[src/rtl/round_robin_bus_arbiter_if.sv]
// Snoopy-bus arbitration bundle shared by the cache
// controllers (master) and the round-robin arbiter (slave).
interface round_robin_bus_arbiter_if #(
  parameter int NUMBER_OF_DEVICES = 4
);
  localparam int OW =
    (NUMBER_OF_DEVICES > 1) ? $clog2(NUMBER_OF_DEVICES) : 1;

  logic [NUMBER_OF_DEVICES-1:0] requests;
  logic [NUMBER_OF_DEVICES-1:0] grants;
  logic                         busy;
  logic [OW-1:0]                owner;
  logic                         preempted;

  modport master (
    output requests,
    input  grants,
    input  busy,
    input  owner,
    input  preempted
  );

  modport slave (
    input  requests,
    output grants,
    output busy,
    output owner,
    output preempted
  );
endinterface

[src/rtl/round_robin_bus_arbiter.sv]
// Registered round-robin arbiter with held grants, a
// turnaround cycle between tenures and hold-time preemption.
module round_robin_bus_arbiter #(
  parameter int NUMBER_OF_DEVICES = 4,
  parameter int MAX_HOLD_CYCLES   = 16
) (
  input logic                     clock,
  input logic                     reset,
  round_robin_bus_arbiter_if.slave bus
);
  localparam int N  = NUMBER_OF_DEVICES;
  localparam int OW = (N > 1) ? $clog2(N) : 1;
  localparam int CW =
    (MAX_HOLD_CYCLES > 0) ? $clog2(MAX_HOLD_CYCLES + 1) : 1;
  localparam logic [CW-1:0] CNT_MAX =
    CW'((MAX_HOLD_CYCLES > 0) ? MAX_HOLD_CYCLES - 1 : 0);

  typedef enum logic {
    IDLE,
    GRANTED
  } state_t;

  state_t        state_q;
  logic [N-1:0]  grants_q;
  logic [OW-1:0] owner_q;
  logic [CW-1:0] cnt_q;
  logic          busy_q;
  logic          preempted_q;

  logic          found_d;
  logic [OW-1:0] winner_d;
  logic [N-1:0]  grant_d;
  logic [OW-1:0] cand;
  logic          others;
  logic          timeout;

  // Search starts just past the last owner and wraps.
  always_comb begin
    found_d  = 1'b0;
    winner_d = owner_q;
    grant_d  = '0;
    cand     = '0;
    for (int k = 1; k <= N; k++) begin
      cand = OW'((int'(owner_q) + k) % N);
      if (!found_d && bus.requests[cand]) begin
        found_d       = 1'b1;
        winner_d      = cand;
        grant_d[cand] = 1'b1;
      end
    end
  end

  assign others  = |(bus.requests & ~grants_q);
  assign timeout = (MAX_HOLD_CYCLES > 0) &&
                   (cnt_q == CNT_MAX) && others;

  always_ff @(posedge clock) begin
    if (reset) begin
      state_q     <= IDLE;
      grants_q    <= '0;
      owner_q     <= OW'(N - 1);
      cnt_q       <= '0;
      busy_q      <= 1'b0;
      preempted_q <= 1'b0;
    end else begin
      preempted_q <= 1'b0;
      unique case (state_q)
        IDLE: begin
          if (found_d) begin
            grants_q <= grant_d;
            owner_q  <= winner_d;
            cnt_q    <= '0;
            busy_q   <= 1'b1;
            state_q  <= GRANTED;
          end
        end
        GRANTED: begin
          if (!bus.requests[owner_q]) begin
            grants_q <= '0;
            busy_q   <= 1'b0;
            state_q  <= IDLE;
          end else if (timeout) begin
            grants_q    <= '0;
            busy_q      <= 1'b0;
            preempted_q <= 1'b1;
            state_q     <= IDLE;
          end else if (cnt_q != CNT_MAX) begin
            cnt_q <= cnt_q + CW'(1);
          end
        end
        default: begin
          grants_q <= '0;
          busy_q   <= 1'b0;
          state_q  <= IDLE;
        end
      endcase
    end
  end

  assign bus.grants    = grants_q;
  assign bus.busy      = busy_q;
  assign bus.owner     = owner_q;
  assign bus.preempted = preempted_q;
endmodule

[src/flat_wrapper.sv]
// flat-port wrapper written by rule: the top's interface ports become plain ports
module round_robin_bus_arbiter_flat 
#(
  parameter int NUMBER_OF_DEVICES = 4,
  parameter int MAX_HOLD_CYCLES   = 16
)
  (clock, reset, bus_requests, bus_grants, bus_busy, bus_owner, bus_preempted);
  round_robin_bus_arbiter_if #(.NUMBER_OF_DEVICES(NUMBER_OF_DEVICES)) bus_i ();
  input logic clock;
  input logic reset;
  input wire logic [$bits(bus_i.requests)-1:0] bus_requests;
  output wire logic [$bits(bus_i.grants)-1:0] bus_grants;
  output wire logic [$bits(bus_i.busy)-1:0] bus_busy;
  output wire logic [$bits(bus_i.owner)-1:0] bus_owner;
  output wire logic [$bits(bus_i.preempted)-1:0] bus_preempted;
  assign bus_i.requests = bus_requests;
  assign bus_grants = bus_i.grants;
  assign bus_busy = bus_i.busy;
  assign bus_owner = bus_i.owner;
  assign bus_preempted = bus_i.preempted;
  round_robin_bus_arbiter #(.NUMBER_OF_DEVICES(NUMBER_OF_DEVICES), .MAX_HOLD_CYCLES(MAX_HOLD_CYCLES)) u_core (.clock(clock), .reset(reset), .bus(bus_i));
endmodule
[config.mk]
export PLATFORM = sky130hd
export DESIGN_NAME = round_robin_bus_arbiter_flat
export DESIGN_NICKNAME = d
export VERILOG_FILES = /design/src/rtl/round_robin_bus_arbiter_if.sv /design/src/rtl/round_robin_bus_arbiter.sv /design/src/flat_wrapper.sv
export SDC_FILE = /design/constraint.sdc
export NUM_CORES = 1
export LEC_CHECK = 0
export ABC_AREA = 1
export CORE_UTILIZATION = 49
export DETAILED_ROUTE_END_ITERATION = 8
export GPL_TIMING_DRIVEN = 0
export PLACE_DENSITY_LB_ADDON = 0.05
export SLEW_MARGIN = 20
export SYNTH_ARGS = -nofsm -noshare
export SYNTH_HDL_FRONTEND = slang
export SYNTH_SLANG_ARGS = --single-unit
export TNS_END_PERCENT = 20
[constraint.sdc]
create_clock -name clock -period 2.1 [get_ports clock]
set_input_delay 0.21 -clock clock [delete_from_list [all_inputs] [get_ports clock]]
set_output_delay 0.21 -clock clock [all_outputs]
set_load 0.005 [all_outputs]
# [After elaboration in Yosys (flattened, before gate mapping)]
# Index checks and enable logic that the tools add are counted.
[word_totals] ff_bits=14 latch_bits=0 mem_bits_rw=0 romBits=0 input_bits=6 out_inout_bits=8 elab_cells=99 n_memories=0
[classes] add_sub_neg=5 multipliers=0 n_div=0 n_lt_le_gt_ge=9 eq_ne=7 shifts=0 n_mux=48 bitwise=7 reduce_logical=17
[ops] cell="two-way mux 4 bit" n=7
[ops] cell="two-way mux 1 bit" n=20
[ops] cell="two-way mux 5 bit" n=4
[ops] cell="less-than comparator 2 x 3 -> 1 bit (second input constant)" n=5
[ops] cell="OR 4 bit" n=3
[ops] cell="binary-select mux 1 bit (select 2 bit)" n=5
[ops] cell="one-hot mux 5 bit (2 select lines)" n=1
[ops] cell="demux 1 bit (select 2 bit)" n=4
[ops] cell="greater-or-equal comparator 2 x 1 -> 1 bit (second input constant)" n=4
[ops] cell="logical AND 1 bit" n=8
[ops] cell="two-way mux 2 bit" n=4
[ops] cell="one-hot mux 4 bit (2 select lines)" n=1
[ops] cell="inequality test 2 bit (second input constant)" n=3
[ops] cell="adder 5 x 1 -> 5 bit (second input constant)" n=1
[ops] cell="equality test 5 x 4 -> 1 bit (second input constant)" n=1
[ops] cell="inequality test 5 x 4 -> 1 bit (second input constant)" n=1
[ops] cell="adder 2 x 1 -> 2 bit (second input constant)" n=2
[ops] cell="adder 2 bit (second input constant)" n=2
[ops] cell="bitwise AND 4 bit" n=1
[ops] cell="NOT 4 bit" n=1
[ops] cell="one-hot mux 1 bit (2 select lines)" n=2
[ops] cell="AND reduction 4 bit" n=1
[ops] cell="nonzero test 4 bit" n=1
[ops] cell="OR reduction 4 bit" n=1
[ops] cell="other kinds (7)" n=10

# [Logic depth before layout (Yosys ltp)]
# Gate-level depths: netlist (run 1).
[logic_depth] word_depth=15 ltp_mapped=13 mapped_depth_nobuf=13

# [Worst setup path after synthesis (run 1)]
# OpenSTA, ideal clock, no wires.
[synth_path] kind="register to register" start="reg u_core.owner_q[0] (netlist: u_core.bus.owner[0])" end="reg u_core.grants_q[0] (netlist: u_core.bus.grants[0])" setup_ns=0.070 t_arrival_ns=1.993 required_ns=2.030 slack_ns=0.036 path_stages_with_launch=13 n_path_buf=1 synth_period_minus_slack_ns=2.064 cell_sequence="dfxtp_1 -> inv_2 -> ha_1 -> inv_1 -> nand3_2 -> nand2_4 -> nand2_4 -> nor2_8 -> nand2_1 -> nand2_2 -> buf_6 -> nand3_1 -> a21oi_1"
[synth_between] elab_chain_cells=15 elab_cells_between_ends=57 cone_classes="4 x add/sub; 8 x order compare; 2 x eq/ne; 29 x mux; 3 x bitwise; 11 x reduce/logical"
[synth_rtl] item="from (decl)" line="round_robin_bus_arbiter.sv:25" rtl="logic [OW-1:0] owner_q;"
[synth_rtl] item="from (signal assigned)" line="round_robin_bus_arbiter.sv:61" rtl="owner_q <= OW'(N - 1);"
[synth_rtl] item="from (signal assigned)" line="round_robin_bus_arbiter.sv:71" rtl="owner_q <= winner_d;"
[synth_rtl] item="branches (longest 15 deep; another with less-than comparator 2 x 3 -> 1 bit)"
[synth_rtl] item="to (signal assigned)" line="round_robin_bus_arbiter.sv:70" rtl="grants_q <= grant_d;"
[synth_rtl] item="to (decl)" line="round_robin_bus_arbiter.sv:24" rtl="logic [N-1:0] grants_q;"
# Parallel ways; which one is timed is not known. The select of a mux whose other input is x is not followed.
# A chain may end at the register's enable or synchronous reset.

# [Worst setup path after layout (run 1)]
# Ends and elaborated chain as after synthesis.

==> metrics.md, run 1 <==
| Metric | Value |
|---|---|
| Outcome | finished, final reports clean |
| Clk pwr share | 9.4% |
| RSZ-0062 raised after global routing | no |
| Starting Density | 53.6% |
| Post-DR wirelength/cell | 11.9 µm |
| Max clock buf depth | 2 |
| Top FF cell, synth | dfxtp_1 |
| Die area | 0.00238 mm² |
| Max Freq | 511 MHz |
| Final Setup Violations | 0 |
| Initial antenna violation count | 0 |
| Worst-path clk slew | 0.09 ns |
| Min cycle time layout | 1.96 ns |
| Core area | 0.00200 mm² |
| Most used cell, CP | nand2_4 |
| CTS Sinks | 14 |
| P_int | 0.00101 W |
| Final setup skew | 0.0149 ns |
| Hold WS | 0.480 ns |
| I/O pin count | 14 |
| N_diodes | 0 |
| Std-Cell Rows | 16 |
| Die Span X | 48.8 µm |
| Post-route ant nets | 0 |
| Syn Area/Cell | 6.55 µm² |
| Cell Chain, Critical Path | inv_4 > ha_2 > inv_2 > nand3_4 > nand2_4 > nand2_4 > nor2_8 > nand2_1 > nand2_2 > buf_6 > nand3_1 > a21oi_1 |
| Register area share after synthesis | 26.1% |
| Routed WL | 2540 µm |
| Worst slack, placed | -0.356 ns |
| Synth Cell Area | 0.00107 mm² |
| Worst r2r src | u_core.bus.owner[0] |
| First-pass GRT wire length | 4390 µm |
| Post-layout nets | 203 |
| Peak VDD IR | 1.07 mV |
| Detailed Routing Iterations Pass 1 | 4 |
| Top-area cell type share of the netlist area | 26.1% |
| EDFF count, synth | 0 |
| Syn Nets | 180 |
| Largest area contributor in the netlist | dfxtp_1 |
| Fin worst setup slack | 0.141 ns |
| Yosys cell types | 23 |
| Main area contributors after synthesis | dfxtp_1, nand2_1, nand3_1, ha_1, inv_1 |
| CP max stage delay | 0.37 ns |
| Die height | 48.8 µm |
| Area of the multi-input gates | 708 µm² |
| Vias in the first global route | 989 |
| Fin crit share | 93.3% |
| Hold-fix buffers at CTS | 0 |
| Relative slew slack | 71.3% |
| Worst Hold Launch | u_core.cnt_q[2] |
| Worst skew pair latency | 0.29 ns |
| Largest net degree at the start of global routing | 12 |
| CTS tree | built |
| Register Area | 288 µm² |
| Psw | 0.00104 W |
| Final hold viol count | 0 |
| Detail Placement HPWL | 1880 µm |
| Gpl congestion | 0.885 |
| Global route overflow | 0 |
| Fraction of layout cells with a size suffix above 1 | 12.9% |
| Seq cells post-synth | 14 |
| Sw frac | 50.7% |
| CP Capture Type | register |
| Crit path from | u_core.bus.owner[0] |
| Arr. time, crit path | 2.16 ns |
| Port buffer count | 13 |
| CP startpoint kind | register |
| Share of flip-flops with an asynchronous set or reset | 0% |
| Sequential Power Share | 20.1% |
| Pins Over Slew Limit | 0 |
| Synth warn | 0 |
| Comb pwr share | 70.5% |
| Leak | 0.623 nW |
| Worst-margin pin slew | 0.430 ns |
| H-tree Lvls | 1 |
| Clock Tree Root | clkbuf_4 |
| CTS buffer count | 3 |
| DRC viols | 0 |
| CP max FO | 10 |
| DR iter-0 viols | 35 |
| Worst path required time | 2.30 ns |
| Max-cap violations | 0 |
| Gate Count Post-Synth | 164 |
| Fill count | 193 |
| Slowest stage cell, crit path | dfxtp_4 |
| P per Cell Area | 1540 mW/mm² |
| Crit Path Class | register to register |
| Hold Crit Class | register to register |
| Layout area overhead | 24.6% |
| Global Route Usage Sum | 23.4% |
| Via count | 1125 |
| Drt via density | 5.28 |
## cell type report
cell class / instances / share of cell area (%)
Multi-Input combinational cell: 126 / 52.9
Sequential cell: 14 / 21.5
Timing Repair Buffer: 18 / 12.5
Inverter: 21 / 6.36
Clock buffer: 4 / 2.71
Tap cell: 27 / 2.53
Buffer: 3 / 1.40
## stage by stage
step | total power [W] | instances | utilization (%) | TNS (ns) | area (µm²)
after floorplan | 0.00135 | 164 | - | 0 | 1070
after global placement | 0.00167 | 204 | 61.8 | -3.16 | 1240
after detailed placement | 0.00170 | 204 | 61.8 | -3.56 | 1240
after CTS | 0.00195 | 210 | 65.2 | 0 | 1310
after global routing | 0.00224 | 213 | 66.8 | 0 | 1340
final | 0.00205 | 213 | 66.8 | 0 | 1340
## state kept, by name (all words and copies together), names as in the netlist
| register | cells |
|---|---|
| u_core.bus.busy | 1 |
| u_core.bus.grants | 4 |
| u_core.bus.owner | 2 |
| u_core.bus.preempted | 1 |
| u_core.cnt_q | 5 |
| u_core.state_q | 1 |
## placed cells by master (no fill, tap or decap), drive strengths merged
cell           instances
o21ai                  3
o211ai                 3
ha                    10
clkinv                 1
xor2                   1
clkbuf                 6
o22ai                  1
clkdlybuf4s50         13
nor2                  12
buf                    6
inv                   19
clkinvlp               1
nor4                   1
nand3                 31
or2                    1
a21oi                 12
nand2                 51
dfxtp                 14
## worst paths after layout
check                              end  slack [ns]  cells after the start
hold reg to reg        u_core.cnt_q[2]        0.48                      2
setup / recovery  u_core.bus.grants[0]        0.14                     12
hold / removal         u_core.cnt_q[2]        0.48                      2
setup reg to reg  u_core.bus.grants[0]        0.14                     12
## critical path, delay by kind of cell, from the launching register on
family | cells | cell delay [ns]
flops | 1 | 0.37
simple gates | 7 | 0.64
fa+ha+maj | 1 | 0.34
buf+inv | 3 | 0.35
compound gates | 1 | 0.17
## logic make-up (layout without fill, tap and decap cells)
logic type	Yosys count	count (layout)	share of synthesized area, %
and+or+nand+nor	96	96	42.7
xor gates and xnor gates	1	1	0.816
AOI/OAI and AO/OA	19	19	9.67
DFF	14	14	26.1
adders and majority gates	10	10	11.7
buffers and inverters	24	46	9.09
## power groups by stage
stage | clock (W) | sequential (W) | combinational (W)
global placement | 0 | 0.000439 | 0.00123
CTS | 0.000196 | 0.000426 | 0.00133
finish | 0.000194 | 0.000412 | 0.00145
detailed placement | 0 | 0.000441 | 0.00126
global route | 0.000207 | 0.000422 | 0.00161
floorplan | 0 | 0.000422 | 0.000931
## routing by layer
layer	vias to the layer above	GRT usage (%)	part of all wire, %
met5	-	0	0
met3	2	5.92	6.5
met2	39	36.3	45
met1	506	33.1	48
met4	0	3.43	0.55
li1	578	-	-
## cell usage after synthesis (2+ instances only)
cell type and n:
a21oi_1 12, clkbuf_1 2, dfxtp_1 14, ha_1 10, inv_1 19, nand2_1 47
nand2_2 2, nand2_4 2, nand3_1 29, nor2_1 11, o211ai_1 3, o21ai_0 2
## repair_timing
| action | CTS | global route |
|---|---|---|
| pin swaps | 0 | 1 |
| buffers inserted | 2 | 3 |
| endpoints found under the setup margin | 13 | 9 |
| resized for setup | 7 | 3 |
Note: power is estimated with default switching activity, not from simulation.
==> inputs of run 2 (changes only) <==
--- a/config.mk
+++ b/config.mk
@@ -10,7 +10,7 @@
 export DETAILED_ROUTE_END_ITERATION = 8
 export GPL_TIMING_DRIVEN = 0
 export PLACE_DENSITY_LB_ADDON = 0.05
-export SLEW_MARGIN = 20
+export SLEW_MARGIN = 25
 export SYNTH_ARGS = -nofsm -noshare
 export SYNTH_HDL_FRONTEND = slang
 export SYNTH_SLANG_ARGS = --single-unit
==> results of run 2 <==
No change in the layout: final DEF, timing and power equal those of run 1.
